File: src/rtl/t09_pkg.sv
// Shared types and constants for the obstacle placer.
// Playfield limits, coordinate type, placer states and distance helpers.
package t09_pkg;

    localparam int COORD_W = 4;

    typedef logic [COORD_W-1:0] coord_t;

    localparam coord_t X_MIN = 4'd1;
    localparam coord_t X_MAX = 4'd14;
    localparam coord_t Y_MIN = 4'd1;
    localparam coord_t Y_MAX = 4'd10;

    typedef enum logic [1:0] {
        IDLE,
        CHECK,
        REROLL,
        DONE
    } placer_state_t;

    function automatic logic [4:0] absdiff(coord_t a, coord_t b);
        return (a >= b) ? ({1'b0, a} - {1'b0, b})
                        : ({1'b0, b} - {1'b0, a});
    endfunction

    function automatic logic [4:0] cheb(coord_t x, coord_t y,
                                       coord_t hx, coord_t hy);
        logic [4:0] dx;
        logic [4:0] dy;
        dx = absdiff(x, hx);
        dy = absdiff(y, hy);
        return (dx > dy) ? dx : dy;
    endfunction

    function automatic logic in_field(coord_t x, coord_t y);
        return (x >= X_MIN) && (x <= X_MAX) &&
               (y >= Y_MIN) && (y <= Y_MAX);
    endfunction

endpackage

File: src/rtl/t09_obstacle_placer_if.sv
// Request/acknowledge bundle between game control and the placer.
// Control drives place_req/clear; the placer reports busy and completion.
interface t09_obstacle_placer_if;

    logic place_req;
    logic clear;
    logic busy;
    logic place_done;
    logic place_fail;

    modport master (
        output place_req,
        output clear,
        input  busy,
        input  place_done,
        input  place_fail
    );

    modport slave (
        input  place_req,
        input  clear,
        output busy,
        output place_done,
        output place_fail
    );

endinterface

File: src/rtl/t09_obstacle_match.sv
// Combinational membership test of one cell against the used slots.
// Slots at or above count are ignored even if they hold stale data.
module t09_obstacle_match
    import t09_pkg::*;
#(
    parameter int N = 8
) (
    input  coord_t             x,
    input  coord_t             y,
    input  logic [4*N-1:0]     list_x,
    input  logic [4*N-1:0]     list_y,
    input  logic [3:0]         count,
    output logic               match
);

    // Scan every slot below count for an exact (x,y) hit.
    always_comb begin
        match = 1'b0;
        for (int i = 0; i < N; i++) begin
            if ((i < int'(count)) &&
                (list_x[COORD_W*i +: COORD_W] == x) &&
                (list_y[COORD_W*i +: COORD_W] == y)) begin
                match = 1'b1;
            end
        end
    end

endmodule

File: src/rtl/t09_obstacle_placer.sv
// Obstacle placer: vets generator candidates and stores accepted cells.
// Rerolls the generator through obstacleFlag until success or give-up.
module t09_obstacle_placer
    import t09_pkg::*;
#(
    parameter int MAX_OBS   = 8,
    parameter int KEEP_OUT  = 2,
    parameter int MAX_TRIES = 15
) (
    input  logic                   clk,
    input  logic                   nRst,
    t09_obstacle_placer_if.slave   ctl,
    input  coord_t                 randX,
    input  coord_t                 randY,
    input  coord_t                 randX2,
    input  coord_t                 randY2,
    input  coord_t                 headX,
    input  coord_t                 headY,
    input  coord_t                 appleX,
    input  coord_t                 appleY,
    input  coord_t                 qX,
    input  coord_t                 qY,
    output logic                   obstacleFlag,
    output logic [3:0]             obs_count,
    output logic [4*MAX_OBS-1:0]   obs_x,
    output logic [4*MAX_OBS-1:0]   obs_y,
    output logic                   hit
);

    localparam logic [3:0] OBS_LIM = 4'(MAX_OBS);
    localparam logic [3:0] TRY_LIM = 4'(MAX_TRIES);
    localparam logic [4:0] KO      = 5'(KEEP_OUT);

    placer_state_t state;
    placer_state_t state_n;
    logic [3:0]    tries;
    logic [3:0]    tries_n;
    logic          fail_q;
    logic          fail_n;
    logic          wr_en;
    coord_t        wr_x;
    coord_t        wr_y;
    logic          match_a;
    logic          match_b;
    logic          legal_a;
    logic          legal_b;

    t09_obstacle_match #(.N(MAX_OBS)) u_match_a (
        .x(randX), .y(randY),
        .list_x(obs_x), .list_y(obs_y),
        .count(obs_count), .match(match_a)
    );

    t09_obstacle_match #(.N(MAX_OBS)) u_match_b (
        .x(randX2), .y(randY2),
        .list_x(obs_x), .list_y(obs_y),
        .count(obs_count), .match(match_b)
    );

    t09_obstacle_match #(.N(MAX_OBS)) u_match_q (
        .x(qX), .y(qY),
        .list_x(obs_x), .list_y(obs_y),
        .count(obs_count), .match(hit)
    );

    assign legal_a = in_field(randX, randY) && !match_a &&
                     !((randX == appleX) && (randY == appleY)) &&
                     (cheb(randX, randY, headX, headY) > KO);

    assign legal_b = in_field(randX2, randY2) && !match_b &&
                     !((randX2 == appleX) && (randY2 == appleY)) &&
                     (cheb(randX2, randY2, headX, headY) > KO);

    assign obstacleFlag   = (state == REROLL);
    assign ctl.busy       = (state != IDLE);
    assign ctl.place_done = (state == DONE);
    assign ctl.place_fail = (state == DONE) && fail_q;

    // Next state, retry bookkeeping and slot write select; clear overrides all.
    always_comb begin
        state_n = state;
        tries_n = tries;
        fail_n  = fail_q;
        wr_en   = 1'b0;
        wr_x    = randX;
        wr_y    = randY;
        unique case (state)
            IDLE: begin
                tries_n = '0;
                if (ctl.place_req) begin
                    if (obs_count < OBS_LIM) begin
                        state_n = CHECK;
                    end else begin
                        fail_n  = 1'b1;
                        state_n = DONE;
                    end
                end
            end
            CHECK: begin
                if (legal_a) begin
                    wr_en   = 1'b1;
                    fail_n  = 1'b0;
                    state_n = DONE;
                end else if (legal_b) begin
                    wr_en   = 1'b1;
                    wr_x    = randX2;
                    wr_y    = randY2;
                    fail_n  = 1'b0;
                    state_n = DONE;
                end else begin
                    tries_n = tries + 4'd1;
                    if (tries_n == TRY_LIM) begin
                        fail_n  = 1'b1;
                        state_n = DONE;
                    end else begin
                        state_n = REROLL;
                    end
                end
            end
            REROLL: state_n = CHECK;
            DONE: begin
                tries_n = '0;
                state_n = IDLE;
            end
        endcase
        if (ctl.clear) begin
            state_n = IDLE;
            tries_n = '0;
            fail_n  = 1'b0;
            wr_en   = 1'b0;
        end
    end

    // State, retry counter and obstacle list registers.
    always_ff @(posedge clk or negedge nRst) begin
        if (!nRst) begin
            state     <= IDLE;
            tries     <= '0;
            fail_q    <= 1'b0;
            obs_count <= '0;
            obs_x     <= '0;
            obs_y     <= '0;
        end else begin
            state  <= state_n;
            tries  <= tries_n;
            fail_q <= fail_n;
            if (ctl.clear) begin
                obs_count <= '0;
                obs_x     <= '0;
                obs_y     <= '0;
            end else if (wr_en) begin
                obs_count <= obs_count + 4'd1;
                for (int i = 0; i < MAX_OBS; i++) begin
                    if (i == int'(obs_count)) begin
                        obs_x[COORD_W*i +: COORD_W] <= wr_x;
                        obs_y[COORD_W*i +: COORD_W] <= wr_y;
                    end
                end
            end
        end
    end

endmodule
File: src/flat_wrapper.sv
// flat-port wrapper written by rule: the top's interface ports become plain ports
module t09_obstacle_placer_flat import t09_pkg::*;
#(
    parameter int MAX_OBS   = 8,
    parameter int KEEP_OUT  = 2,
    parameter int MAX_TRIES = 15
)
  (clk, nRst, randX, randY, randX2, randY2, headX, headY, appleX, appleY, qX, qY, obstacleFlag, obs_count, obs_x, obs_y, hit, ctl_place_req, ctl_clear, ctl_busy, ctl_place_done, ctl_place_fail);
  t09_obstacle_placer_if ctl_i ();
  input  logic clk;
  input  logic nRst;
  input  coord_t randX;
  input  coord_t randY;
  input  coord_t randX2;
  input  coord_t randY2;
  input  coord_t headX;
  input  coord_t headY;
  input  coord_t appleX;
  input  coord_t appleY;
  input  coord_t qX;
  input  coord_t qY;
  output logic obstacleFlag;
  output logic [3:0] obs_count;
  output logic [4*MAX_OBS-1:0] obs_x;
  output logic [4*MAX_OBS-1:0] obs_y;
  output logic hit;
  input wire logic [$bits(ctl_i.place_req)-1:0] ctl_place_req;
  input wire logic [$bits(ctl_i.clear)-1:0] ctl_clear;
  output wire logic [$bits(ctl_i.busy)-1:0] ctl_busy;
  output wire logic [$bits(ctl_i.place_done)-1:0] ctl_place_done;
  output wire logic [$bits(ctl_i.place_fail)-1:0] ctl_place_fail;
  assign ctl_i.place_req = ctl_place_req;
  assign ctl_i.clear = ctl_clear;
  assign ctl_busy = ctl_i.busy;
  assign ctl_place_done = ctl_i.place_done;
  assign ctl_place_fail = ctl_i.place_fail;
  t09_obstacle_placer #(.MAX_OBS(MAX_OBS), .KEEP_OUT(KEEP_OUT), .MAX_TRIES(MAX_TRIES)) u_core (.clk(clk), .nRst(nRst), .ctl(ctl_i), .randX(randX), .randY(randY), .randX2(randX2), .randY2(randY2), .headX(headX), .headY(headY), .appleX(appleX), .appleY(appleY), .qX(qX), .qY(qY), .obstacleFlag(obstacleFlag), .obs_count(obs_count), .obs_x(obs_x), .obs_y(obs_y), .hit(hit));
endmodule
File: config.mk
export PLATFORM = sky130hd
export DESIGN_NAME = t09_obstacle_placer_flat
export DESIGN_NICKNAME = d
export VERILOG_FILES = /design/src/rtl/t09_pkg.sv /design/src/rtl/t09_obstacle_placer_if.sv /design/src/rtl/t09_obstacle_match.sv /design/src/rtl/t09_obstacle_placer.sv /design/src/flat_wrapper.sv
export SDC_FILE = /design/constraint.sdc
export NUM_CORES = 1
export LEC_CHECK = 0
export CAP_MARGIN = 20
export CORE_MARGIN = 2
export CORE_UTILIZATION = 35
export CTS_CLUSTER_DIAMETER = 150
export CTS_CLUSTER_SIZE = 8
export DETAILED_ROUTE_END_ITERATION = 16
export HOLD_SLACK_MARGIN = 0.06
export SYNTH_ARGS = -nofsm -noshare
export SYNTH_HDL_FRONTEND = slang
export SYNTH_SLANG_ARGS = --single-unit
File: constraint.sdc
create_clock -name clk -period 4.9 [get_ports clk]
set_input_delay 0.735 -clock clk [delete_from_list [all_inputs] [get_ports clk]]
set_output_delay 0.735 -clock clk [all_outputs]
set_load 0.1 [all_outputs]
==> results.md, run 1 <==
* Total number of yosys warnings at 0
* Worst max-slew margin expressed relative to the limit at 33.8%
* Post-placement setup slack at -0.573 ns
* Share of Yosys cell area claimed by the top area cell type at approximately a quarter
* Top cells by area in the synthesized netlist: sky130_fd_sc_hd__dfrtp_1 24%, sky130_fd_sc_hd__xnor2_1 17%, sky130_fd_sc_hd__ha_1 8.2%, sky130_fd_sc_hd__a211oi_1 7.0%, sky130_fd_sc_hd__xor2_1 6.5%
* Critical path buffers and inverters at 4
* Met2 demand-to-capacity share in global routing at 40.3%
* CP max stage delay at about 0.52 ns
* Cell taking the most area after synthesis: sky130_fd_sc_hd__dfrtp_1
* Total power density per cell area at 311 nW/um2
* Layout-stage area growth over the synthesis result at 35.8%
* Final worst-path cycle share at roughly 96%
* Cell chosen for the clock root: sky130_fd_sc_hd__clkbuf_16
* Antenna-violating nets left at 0
* Global Route met1 Usage at 34.5%
* Iteration-0 DRC Markers at 679
* Width of the die at 154 um
* Unique masters post-synth at 61
* Critical R2R Launch: u_core.obs_count[1]
* Detailed Routing Iterations Pass 1 at 5
* Total clock buffers created by CTS at 9
* Max Cap Violations at 0
* Number of vias per cell after detailed routing at 5.82
* Insertion delay of the later-clocked pin in the worst-skew pair at about 0.35 ns
* Post-Synthesis Cells at 897
* Estimated wirelength of the detail-placed design at 21500 um
* Worst Hold Class: in2async
* Layer carrying the most global-route usage: met2
* Placeable Area at ~22000 um2
* Number of antenna diodes at 0
* Largest net degree at the start of global routing at 76
* Library cell contributing the largest single delay on the critical path: sky130_fd_sc_hd__clkdlybuf4s50_1
* Cell chain of the critical path: clkdlybuf4s50_1 -> inv_1 -> ha_4 -> o21ai_0 -> a22oi_1 -> mux2i_1 -> xor2_1 -> ha_1 -> nand4_1 -> o221ai_1 -> o21ai_1 -> or4_4 -> a2111oi_4 -> a311oi_4 -> nor3b_2 -> buf_6 -> mux2i_1 -> buf_4 -> a211oi_1
* Wire length of the first global-routing pass at 47000 um
* Startpoint type of the worst setup path: input port
* Slew @ Worst Pin at roughly 0.99 ns
* Clk sink count at 75
* Maximum clock insertion buffer count at 2
* Max Clk Rate at between 0.2 and 0.25 GHz
* Maximum clock skew at final layout at 0.0100 ns
* Most used cell, CP: sky130_fd_sc_hd__mux2i_1
* Pleak at 4.23 nW
* Clock input transition at the sequential cells of the worst setup and hold paths at around 0.06 ns
* Number of remaining DRC errors at 0
* Required time of the critical path at slightly above 5 ns
* Routed via count at around 8000
* GRT overflow at 0
* Leading post-synthesis cells by instance count: 154 x sky130_fd_sc_hd__xnor2_1, 75 x sky130_fd_sc_hd__dfrtp_1, 74 x sky130_fd_sc_hd__a211oi_1
* Peak VDD IR at between 200 and 250 uV
* CP max FO at 8
* Number of max-slew violations in the final report at 0
* Height of the chip at about 150 um
* Row cnt at 54
* Final Net Count at roughly 1200
* Run status: finished clean
* Port Buffers at 116
* Cells after DPL at 1349
* Minimum setup slack in the final design at roughly 0.21 ns
* Num ports at 117
* Type of element capturing the critical path: flop
* Worst path arrival time at 4.89 ns
* Critical Path Start: randY[2]
* CTS H-tree lvls at 3
* Clock tree from TritonCTS: yes
* Total power after layout at 3.34 mW
* Total length of routed wires at 30600 um
* Routed length per placed instance at between 20 and 25 um
* Area of the die at approximately 24000 um2
* Fraction of registers with async set or reset after synthesis at 100%
* Setup-violating endpoint count in the final report at 0
* Fin crit period at 4.69 ns
* Hold buffer count at CTS at 0
* Cell family contributing the most delay on the critical path: compound AO/OA/AOI/OAI gates
* Total of fill cells in the finished design at 2098
* Final weighted congestion of routability-driven global placement at 0.935
* Vias in the first global route at 7845
* Global-route total usage across every layer at 25.4%
* Most frequently used flop master after synthesis: sky130_fd_sc_hd__dfrtp_1
* Post-synthesis instance area at 7910 um2
* Number of nets in the synthesized netlist at ~1000
* Sequential fraction of the synthesis area at 23.7%
* Dominant cell by count in the synthesized netlist: sky130_fd_sc_hd__xnor2_1
* FF/Latch Area at 1880 um2
* Synthesized area per cell at 8.82 um2
* Effective utilization at floorplan at between 30% and 40%
* Count of non-filler cells in the finished layout at 1372
* EDFF count, synth at 0
* Area used by multi-input combinational logic at about 5900 um2
* Worst Setup Path Type: in2reg
* Initial antenna violation count at 0
* Final Hold Fails at 0
* Flop and latch count out of synthesis at 75
* Share of final-layout standard cells stronger than drive strength 1 at 18.7%
* Fraction of met3 tracks used by global routing at 3.47%
-- where the power goes --
part	internal, mW	switching [mW]
sequential	0.674	0.123
clock	0.419	0.260
combinational	0.655	1.21
-- worst register-to-register path: cells and delay by family, from the launching register on --
family,cells,cell delay [ns]
adders and majority gates,1,0.41
DFF,1,0.51
AOI/OAI and AO/OA,5,1.54
buffers and inverters,4,0.68
and+or+nand+nor,3,0.71
-- final timing paths --
kind | slack, ns | endpoint | depth (start not counted)
worst max-delay path | 0.21 | u_core.obs_y[16] | 19
worst min-delay path | 0.55 | u_core.obs_y[22] | 1
worst max register to register | 0.95 | u_core.obs_x[23] | 13
worst min register to register | 0.60 | u_core.fail_q | 2
max in group asynchronous | 3.71 | u_core.state[0] | 1
min in group clk | 0.60 | u_core.fail_q | 2
-- logic make-up after synthesis --
group,share of synthesized area [%]
AOI/OAI and AO/OA,20.6
xor gates and xnor gates,23.6
and+or+nand+nor,13.3
buffers and inverters,6.12
DFF,23.7
adders and majority gates,10.3
muxes,2.34
-- routing by layer --
layer,share of wire (%),wire (um)
met5,0,0
met2,46,14200
met1,42,12700
met4,4.0,1240
met3,8.0,2460
-- layout make-up --
cell class | instances | share of cell area (%)
multi-input combinational | 704 | 54.5
timing repair buffer | 242 | 20.0
sequential | 75 | 17.5
tap | 280 | 3.26
clock buffer | 13 | 2.42
inverter | 56 | 1.96
clock inverter | 2 | 0.326
-- cells in the final DEF, fill, tap and decap left out, types with 8 or more instances in the layout --
| cell type | instances |
|---|---|
| sky130_fd_sc_hd__dlymetal6s2s_1 | 8 |
| sky130_fd_sc_hd__nand4_1 | 42 |
| sky130_fd_sc_hd__nor3_1 | 22 |
| sky130_fd_sc_hd__a21oi_1 | 53 |
| sky130_fd_sc_hd__dfrtp_1 | 75 |
| sky130_fd_sc_hd__clkdlybuf4s50_1 | 98 |
| sky130_fd_sc_hd__inv_1 | 55 |
| sky130_fd_sc_hd__a41oi_1 | 25 |
| sky130_fd_sc_hd__xnor2_1 | 154 |
| sky130_fd_sc_hd__buf_4 | 116 |
| sky130_fd_sc_hd__o21ai_0 | 13 |
| sky130_fd_sc_hd__nor2_1 | 28 |
| sky130_fd_sc_hd__nand2_1 | 13 |
| sky130_fd_sc_hd__clkbuf_16 | 9 |
| sky130_fd_sc_hd__nor4_1 | 18 |
| sky130_fd_sc_hd__nand3_1 | 14 |
| sky130_fd_sc_hd__buf_6 | 11 |
| sky130_fd_sc_hd__a211oi_2 | 9 |
| sky130_fd_sc_hd__mux2i_1 | 8 |
| sky130_fd_sc_hd__a211oi_1 | 65 |
| sky130_fd_sc_hd__a31oi_1 | 11 |
| sky130_fd_sc_hd__xor2_1 | 59 |
| sky130_fd_sc_hd__ha_1 | 44 |
-- metrics by stage --
| stage | util [%] | setup TNS [ns] | cell area [um2] | hold slack [ns] |
|---|---|---|---|---|
| after CTS | 47.2 | 0 | 10400 | 0.595 |
| after floorplan | - | -0.282 | 7910 | 0.439 |
| after global placement | 45.6 | -31.47 | 10000 | 0.581 |
| after detailed placement | 45.6 | -36.90 | 10000 | 0.585 |
| after global routing | 48.8 | -0.137 | 10700 | 0.636 |
| final | 48.8 | 0 | 10700 | 0.552 |
-- flip-flops by register name, indices dropped and copies added (netlist names) --
| signal | flops |
|---|---|
| u_core.state | 2 |
| u_core.tries | 4 |
| u_core.fail_q | 1 |
| u_core.obs_x | 32 |
| u_core.obs_count | 4 |
| u_core.obs_y | 32 |
-- repair_timing --
| item | CTS | global route |
|---|---|---|
| buffers inserted | 2 | 5 |
| endpoints found under the setup margin | 70 | 74 |
| pin swaps | 6 | 17 |
| resized for setup | 22 | 73 |
Note: power is estimated with default switching activity, not from simulation.
==> inputs of run 2 (changes only) <==
- SKIP_CTS_REPAIR_TIMING: not set -> 1
==> results.md, run 2 (synthesized netlist as in run 1, its figures left out) <==
* Run status: finished clean (unchanged)
* Routed via count at 8035 (was 7991)
* Startpoint type of the worst setup path: input port (unchanged)
* Clock tree from TritonCTS: yes (unchanged)
* Placeable Area at 22000 um2 (unchanged)
* Area of the die at 23800 um2 (unchanged)
* Fin crit period at 4.72 ns (was 4.69 ns)
* Estimated wirelength of the detail-placed design at 21500 um (unchanged)
* Vias in the first global route at 7848 (was 7845)
* Total power density per cell area at 310 nW/um2 (was 311 nW/um2)
* Layout-stage area growth over the synthesis result at 36.1% (was 35.8%)
* Effective utilization at floorplan at 35.9% (unchanged)
* Reg2Reg Capture Point: u_core.obs_y[2] (was u_core.obs_x[23])
* Slew @ Worst Pin at 0.989 ns (was 0.990 ns)
* Final weighted congestion of routability-driven global placement at 0.935 (unchanged)
* Width of the die at 154 um (unchanged)
* Peak VDD IR at 243 uV (was 242 uV)
* Number of antenna diodes at 0 (unchanged)
* Count of non-filler cells in the finished layout at 1373 (was 1372)
* Cell chosen for the clock root: sky130_fd_sc_hd__clkbuf_16 (unchanged)
* Number of vias per cell after detailed routing at 5.85 (was 5.82)
* Biggest registers after layout: u_core.obs_x: 32 flops, u_core.obs_y: 32 flops (unchanged)
* Pleak at 4.28 nW (was 4.23 nW)
* Height of the chip at 154 um (unchanged)
* FF/Latch Area at 1880 um2 (unchanged)
* Maximum clock insertion buffer count at 2 (unchanged)
* Wire length of the first global-routing pass at 46800 um (was 47000 um)
* Cell family contributing the most delay on the critical path: simple AND/OR/NAND/NOR gates (was compound AO/OA/AOI/OAI gates)
* Most frequent cells in the layout: 154 x sky130_fd_sc_hd__xnor2_1, 118 x sky130_fd_sc_hd__buf_4, 97 x sky130_fd_sc_hd__clkdlybuf4s50_1 (was 154 x sky130_fd_sc_hd__xnor2_1, 116 x sky130_fd_sc_hd__buf_4, 98 x sky130_fd_sc_hd__clkdlybuf4s50_1)
* Max Cap Violations at 0 (unchanged)
* Global-route total usage across every layer at 25.3% (was 25.4%)
* Port Buffers at 116 (unchanged)
* Final Hold Fails at 0 (unchanged)
* Number of remaining DRC errors at 0 (unchanged)
* Worst path arrival time at 4.92 ns (was 4.89 ns)
* Cells after DPL at 1349 (unchanged)
* Critical R2R Launch: u_core.obs_count[1] (unchanged)
* CP max stage delay at 0.43 ns (was 0.52 ns)
* Required time of the critical path at 5.10 ns (about the same)
* GRT overflow at 0 (unchanged)
* Iteration-0 DRC Markers at 615 (was 679)
* Minimum setup slack in the final design at 0.179 ns (was 0.211 ns)
* Detailed Routing Iterations Pass 1 at 5 (unchanged)
* Initial antenna violation count at 0 (unchanged)
* Final Net Count at 1193 (was 1192)
* Routed length per placed instance at 22.3 um (about the same)
* Most common cell after layout, fill and taps aside: sky130_fd_sc_hd__xnor2_1 (unchanged)
* Total length of routed wires at 30600 um (about the same)
* Total of fill cells in the finished design at 2092 (was 2098)
* FF-to-FF path depth at 13 (unchanged)
* Post-placement setup slack at -0.573 ns (unchanged)
* Row cnt at 54 (unchanged)
* Worst Setup Path Type: in2reg (unchanged)
* Worst Hold Class: in2async (unchanged)
* Largest net degree at the start of global routing at 76 (unchanged)
* Final standard cell utilization of the core at 48.9% (was 48.8%)
* Antenna-violating nets left at 0 (unchanged)
* Maximum clock skew at final layout at 0.00924 ns (was 0.0100 ns)
* Critical Path Start: headY[1] (was randY[2])
* Cell chain of the critical path: dlymetal6s2s_1 -> inv_1 -> buf_4 -> fa_2 -> nand2b_1 -> nor4_4 -> a211oi_2 -> ha_4 -> nand4_1 -> o221ai_2 -> o21ai_2 -> or4_4 -> a2111oi_4 -> a311oi_2 -> nor3b_2 -> buf_6 -> mux2i_2 -> buf_4 -> a211oi_1 (was clkdlybuf4s50_1 -> inv_1 -> ha_4 -> o21ai_0 -> a22oi_1 -> mux2i_1 -> xor2_1 -> ha_1 -> nand4_1 -> o221ai_1 -> o21ai_1 -> or4_4 -> a2111oi_4 -> a311oi_4 -> nor3b_2 -> buf_6 -> mux2i_1 -> buf_4 -> a211oi_1)
* Clk sink count at 75 (unchanged)
* Worst max-slew margin expressed relative to the limit at 33.9% (was 33.8%)
* Type of element capturing the critical path: flop (unchanged)
* Insertion delay of the later-clocked pin in the worst-skew pair at 0.35 ns (about the same)
* Clock input transition at the sequential cells of the worst setup and hold paths at 0.06 ns (about the same)
* Max Clk Rate at 0.212 GHz (was 0.213 GHz)
* Number of max-slew violations in the final report at 0 (unchanged)
* Final worst-path cycle share at 96.3% (was 95.7%)
* Library cell contributing the largest single delay on the critical path: sky130_fd_sc_hd__or4_4 (was sky130_fd_sc_hd__clkdlybuf4s50_1)
* Area used by multi-input combinational logic at 5850 um2 (unchanged)
* Share of final-layout standard cells stronger than drive strength 1 at 18.8% (was 18.7%)
* Setup-violating endpoint count in the final report at 0 (unchanged)
* CTS H-tree lvls at 3 (unchanged)
* Num ports at 117 (unchanged)
* Critical path buffers and inverters at 5 (was 4)
* CP max FO at 8 (unchanged)
* Worst setup slack for register-to-register paths at 0.68 ns (was 0.95 ns)
* Most used cell, CP: sky130_fd_sc_hd__buf_4 (was sky130_fd_sc_hd__mux2i_1)
* Total clock buffers created by CTS at 9 (unchanged)
[run 2: cell types whose count changed in the layout (fill, tap and decap cells not counted), sizes merged]
cell,change
clkbuf,-1
clkdlybuf4s50,-1
dlygate4sd2,-3
buf,+1
clkdlybuf4s15,-1
dlymetal6s2s,+6
[run 2: through the flow]
stage / hold WS, ns / area [um2] / total power [mW] / TNS [ns]
final: 0.552 / 10800 / 3.34 / 0
after global routing: 0.636 / 10800 / 3.49 / -0.985
after CTS: 0.595 / 10300 / 3.22 / -12.24
after detailed placement: 0.585 / 10000 / 2.54 / -36.90
after global placement: 0.581 / 10000 / 2.52 / -31.47
after floorplan: 0.439 / 7910 / 1.95 / -0.282
[run 2: layout make-up]
class	count	share of cell area, %
sequential	75	17.4
clock inverter	2	0.325
clock buffer	13	2.42
timing repair buffer	243	20.2
tap	280	3.25
inverter	56	1.95
multi-input combinational	704	54.4
[run 2: where the power goes]
group	internal [mW]	switching [mW]	leakage (nW)
logic	0.652	1.21	3.09
registers	0.674	0.122	1.04
clock network	0.419	0.261	0.146
[run 2: worst max-delay path by stage]
| stage | to | slack, ns | cells after the start |
|---|---|---|---|
| finish | u_core.obs_x[16] | 0.18 | 19 |
| global route | u_core.obs_y[2] | -0.04 | 19 |
| CTS | u_core.obs_y[13] | -0.23 | 18 |
| detailed placement | u_core.obs_y[15] | -0.57 | 18 |
| global placement | u_core.obs_x[8] | -0.48 | 18 |
| floorplan | u_core.obs_y[28] | -0.02 | 18 |
[run 2: per-layer routing]
metal	track usage, %	vias to the layer above	wire (um)
li1	-	3654	-
met1	34.5	3911	13000
met2	40.4	387	14200
met3	3.14	83	2220
met4	11.2	0	1200
met5	0	-	0
==> inputs of run 3 (changes only) <==
- GPL_TIMING_DRIVEN: not set -> 0
==> results.md, run 3 (synthesized netlist as in run 1, its figures left out) <==
* Worst setup slack for register-to-register paths at 0.36 ns (was 0.68 ns)
* Biggest registers after layout: u_core.obs_x: 32 flops, u_core.obs_y: 32 flops (unchanged)
* Max Clk Rate at 0.206 GHz (was 0.212 GHz)
* Routed length per placed instance at 24.4 um (was 22.3 um)
* Height of the chip at 154 um (unchanged)
* Pleak at 4.12 nW (was 4.28 nW)
* Required time of the critical path at 5.08 ns (was 5.10 ns)
* Final worst-path cycle share at 98.9% (was 96.3%)
* Final Net Count at 1167 (was 1193)
* Share of final-layout standard cells stronger than drive strength 1 at 17.9% (was 18.8%)
* Cell chosen for the clock root: sky130_fd_sc_hd__clkbuf_16 (unchanged)
* Library cell contributing the largest single delay on the critical path: sky130_fd_sc_hd__or4_4 (unchanged)
* Num ports at 117 (unchanged)
* RSZ-0062 raised after global routing: yes
* Final Hold Fails at 0 (unchanged)
* Worst max-slew margin expressed relative to the limit at 34.1% (was 33.9%)
* Detail Route met2 WL at 15100 um (was 14200 um)
* Setup-violating endpoint count in the final report at 0 (unchanged)
* Total clock buffers created by CTS at 9 (unchanged)
* Worst Hold Class: in2async (unchanged)
* Width of the die at 154 um (unchanged)
* Maximum clock insertion buffer count at 2 (unchanged)
* Largest net degree at the start of global routing at 57 (was 76)
* Effective utilization at floorplan at 35.9% (unchanged)
* Most used cell, CP: sky130_fd_sc_hd__a211oi_2 (was sky130_fd_sc_hd__buf_4)
* Layout-stage area growth over the synthesis result at 38.1% (was 36.1%)
* CP max stage delay at 0.44 ns (was 0.43 ns)
* Number of remaining DRC errors at 0 (unchanged)
* Number of antenna diodes at 0 (unchanged)
* Routed via count at 8165 (was 8035)
* Placeable Area at 22000 um2 (unchanged)
* Peak VDD IR at 268 uV (was 243 uV)
* Critical R2R Launch: u_core.obs_count[1] (unchanged)
* Total length of routed wires at 32800 um (was 30600 um)
* Estimated wirelength of the detail-placed design at 23200 um (was 21500 um)
* Vias in the first global route at 7667 (was 7848)
* Cell family contributing the most delay on the critical path: compound AO/OA/AOI/OAI gates (was simple AND/OR/NAND/NOR gates)
* Clk sink count at 75 (unchanged)
* Length of routed wiring on met1 at 13600 um (was 13000 um)
* Worst path arrival time at 5.02 ns (was 4.92 ns)
* Total negative setup slack at 0 ns (unchanged)
* Port Buffers at 108 (was 116)
* Antenna-violating nets left at 0 (unchanged)
* Worst Setup Path Type: in2reg (unchanged)
* Minimum setup slack in the final design at 0.0563 ns (was 0.179 ns)
* Insertion delay of the later-clocked pin in the worst-skew pair at 0.34 ns (was 0.35 ns)
* GRT overflow at 0 (unchanged)
* Initial antenna violation count at 0 (unchanged)
* Maximum clock skew at final layout at 0.00822 ns (was 0.00924 ns)
* Most common cell after layout, fill and taps aside: sky130_fd_sc_hd__xnor2_1 (unchanged)
* Total power density per cell area at 325 nW/um2 (was 310 nW/um2)
* Final standard cell utilization of the core at 49.6% (was 48.9%)
* Wire length of the first global-routing pass at 47900 um (was 46800 um)
* Number of vias per cell after detailed routing at 6.06 (was 5.85)
* Most frequent cells in the layout: 154 x sky130_fd_sc_hd__xnor2_1, 83 x sky130_fd_sc_hd__clkdlybuf4s50_1, 75 x sky130_fd_sc_hd__dfrtp_1 (was 154 x sky130_fd_sc_hd__xnor2_1, 118 x sky130_fd_sc_hd__buf_4, 97 x sky130_fd_sc_hd__clkdlybuf4s50_1)
* Clock input transition at the sequential cells of the worst setup and hold paths at 0.06 ns (about the same)
* Slew @ Worst Pin at 0.985 ns (was 0.989 ns)
* Number of max-slew violations in the final report at 0 (unchanged)
* Startpoint type of the worst setup path: input port (unchanged)
* Max Cap Violations at 0 (unchanged)
* FF-to-FF path depth at 13 (unchanged)
* Type of element capturing the critical path: flop (unchanged)
* Row cnt at 54 (unchanged)
* Area of the die at 23800 um2 (unchanged)
* Top Layer Used: met4 (unchanged)
* Reg2Reg Capture Point: u_core.obs_x[30] (was u_core.obs_y[2])
* Clock tree from TritonCTS: yes (unchanged)
* CTS H-tree lvls at 3 (unchanged)
* Final weighted congestion of routability-driven global placement at 0.960 (was 0.935)
* Run status: finished clean (unchanged)
* Detailed Routing Iterations Pass 1 at 5 (unchanged)
* CP max FO at 10 (was 8)
* Fin crit period at 4.84 ns (was 4.72 ns)
* Detail Route met3 WL at 2870 um (was 2220 um)
* Iteration-0 DRC Markers at 709 (was 615)
* Post-placement setup slack at -2.07 ns (was -0.573 ns)
* Total power after layout at 3.55 mW (was 3.34 mW)
* Global-route total usage across every layer at 26.1% (was 25.3%)
* Critical path buffers and inverters at 5 (unchanged)
* Cell chain of the critical path: clkbuf_4 -> buf_12 -> inv_1 -> ha_2 -> o21ai_0 -> and3_1 -> a211oi_2 -> a31oi_2 -> ha_1 -> nand4_1 -> o221ai_1 -> o21ai_1 -> or4_4 -> a2111oi_4 -> a311oi_4 -> nor3b_2 -> clkbuf_8 -> mux2i_4 -> buf_6 -> a211oi_2 (was dlymetal6s2s_1 -> inv_1 -> buf_4 -> fa_2 -> nand2b_1 -> nor4_4 -> a211oi_2 -> ha_4 -> nand4_1 -> o221ai_2 -> o21ai_2 -> or4_4 -> a2111oi_4 -> a311oi_2 -> nor3b_2 -> buf_6 -> mux2i_2 -> buf_4 -> a211oi_1)
* WHS at 0.277 ns (was 0.552 ns)
-- run 3: cell count changes in the layout (fill, tap and decap cells not counted), sizes merged --
| cell | change |
|---|---|
| buf | -47 |
| clkinv | -1 |
| clkbuf | +41 |
| bufinv | +3 |
| clkinvlp | +2 |
| dlymetal6s2s | -7 |
| clkdlybuf4s50 | -14 |
| inv | -2 |
-- run 3: power breakdown --
part	internal (mW)	total [mW]	switching (mW)
clock network	0.578	0.847	0.269
logic	0.652	1.90	1.25
registers	0.674	0.798	0.124
total	1.90	3.55	1.64
-- run 3: cell type report --
class	instances	area, um2
buffer	62	554
clock buffer	12	256
clock inverter	4	120
fill	2047	11100
inverter	56	220
multi-input combinational	704	6080
sequential	75	1880
tap	280	350
timing repair buffer	155	1470
-- run 3: worst max path at each step --
stage / start / end / slack [ns] / cells past startpoint
CTS: randY2[1] / u_core.obs_y[25] / -1.75 / 20
global placement: randY2[1] / u_core.obs_y[19] / -2.19 / 20
finish: randY[2] / u_core.obs_x[28] / 0.06 / 20
floorplan: randX[0] / u_core.obs_y[28] / -0.02 / 18
detailed placement: randY2[1] / u_core.obs_y[25] / -2.07 / 20
global route: randY[0] / u_core.obs_x[24] / -0.08 / 21
-- run 3: routing by layer --
layer | vias to the layer above | GRT usage [%]
li1 | 3609 | -
met1 | 3973 | 36.0
met2 | 485 | 41.7
met3 | 98 | 4.01
met4 | 0 | 9.22
met5 | - | 0
-- run 3: stage by stage --
stage,area [um2],instances
final,10900,1348
after global routing,10900,1348
after CTS,9780,1307
after detailed placement,9400,1291
after global placement,9340,1285
after floorplan,7910,897
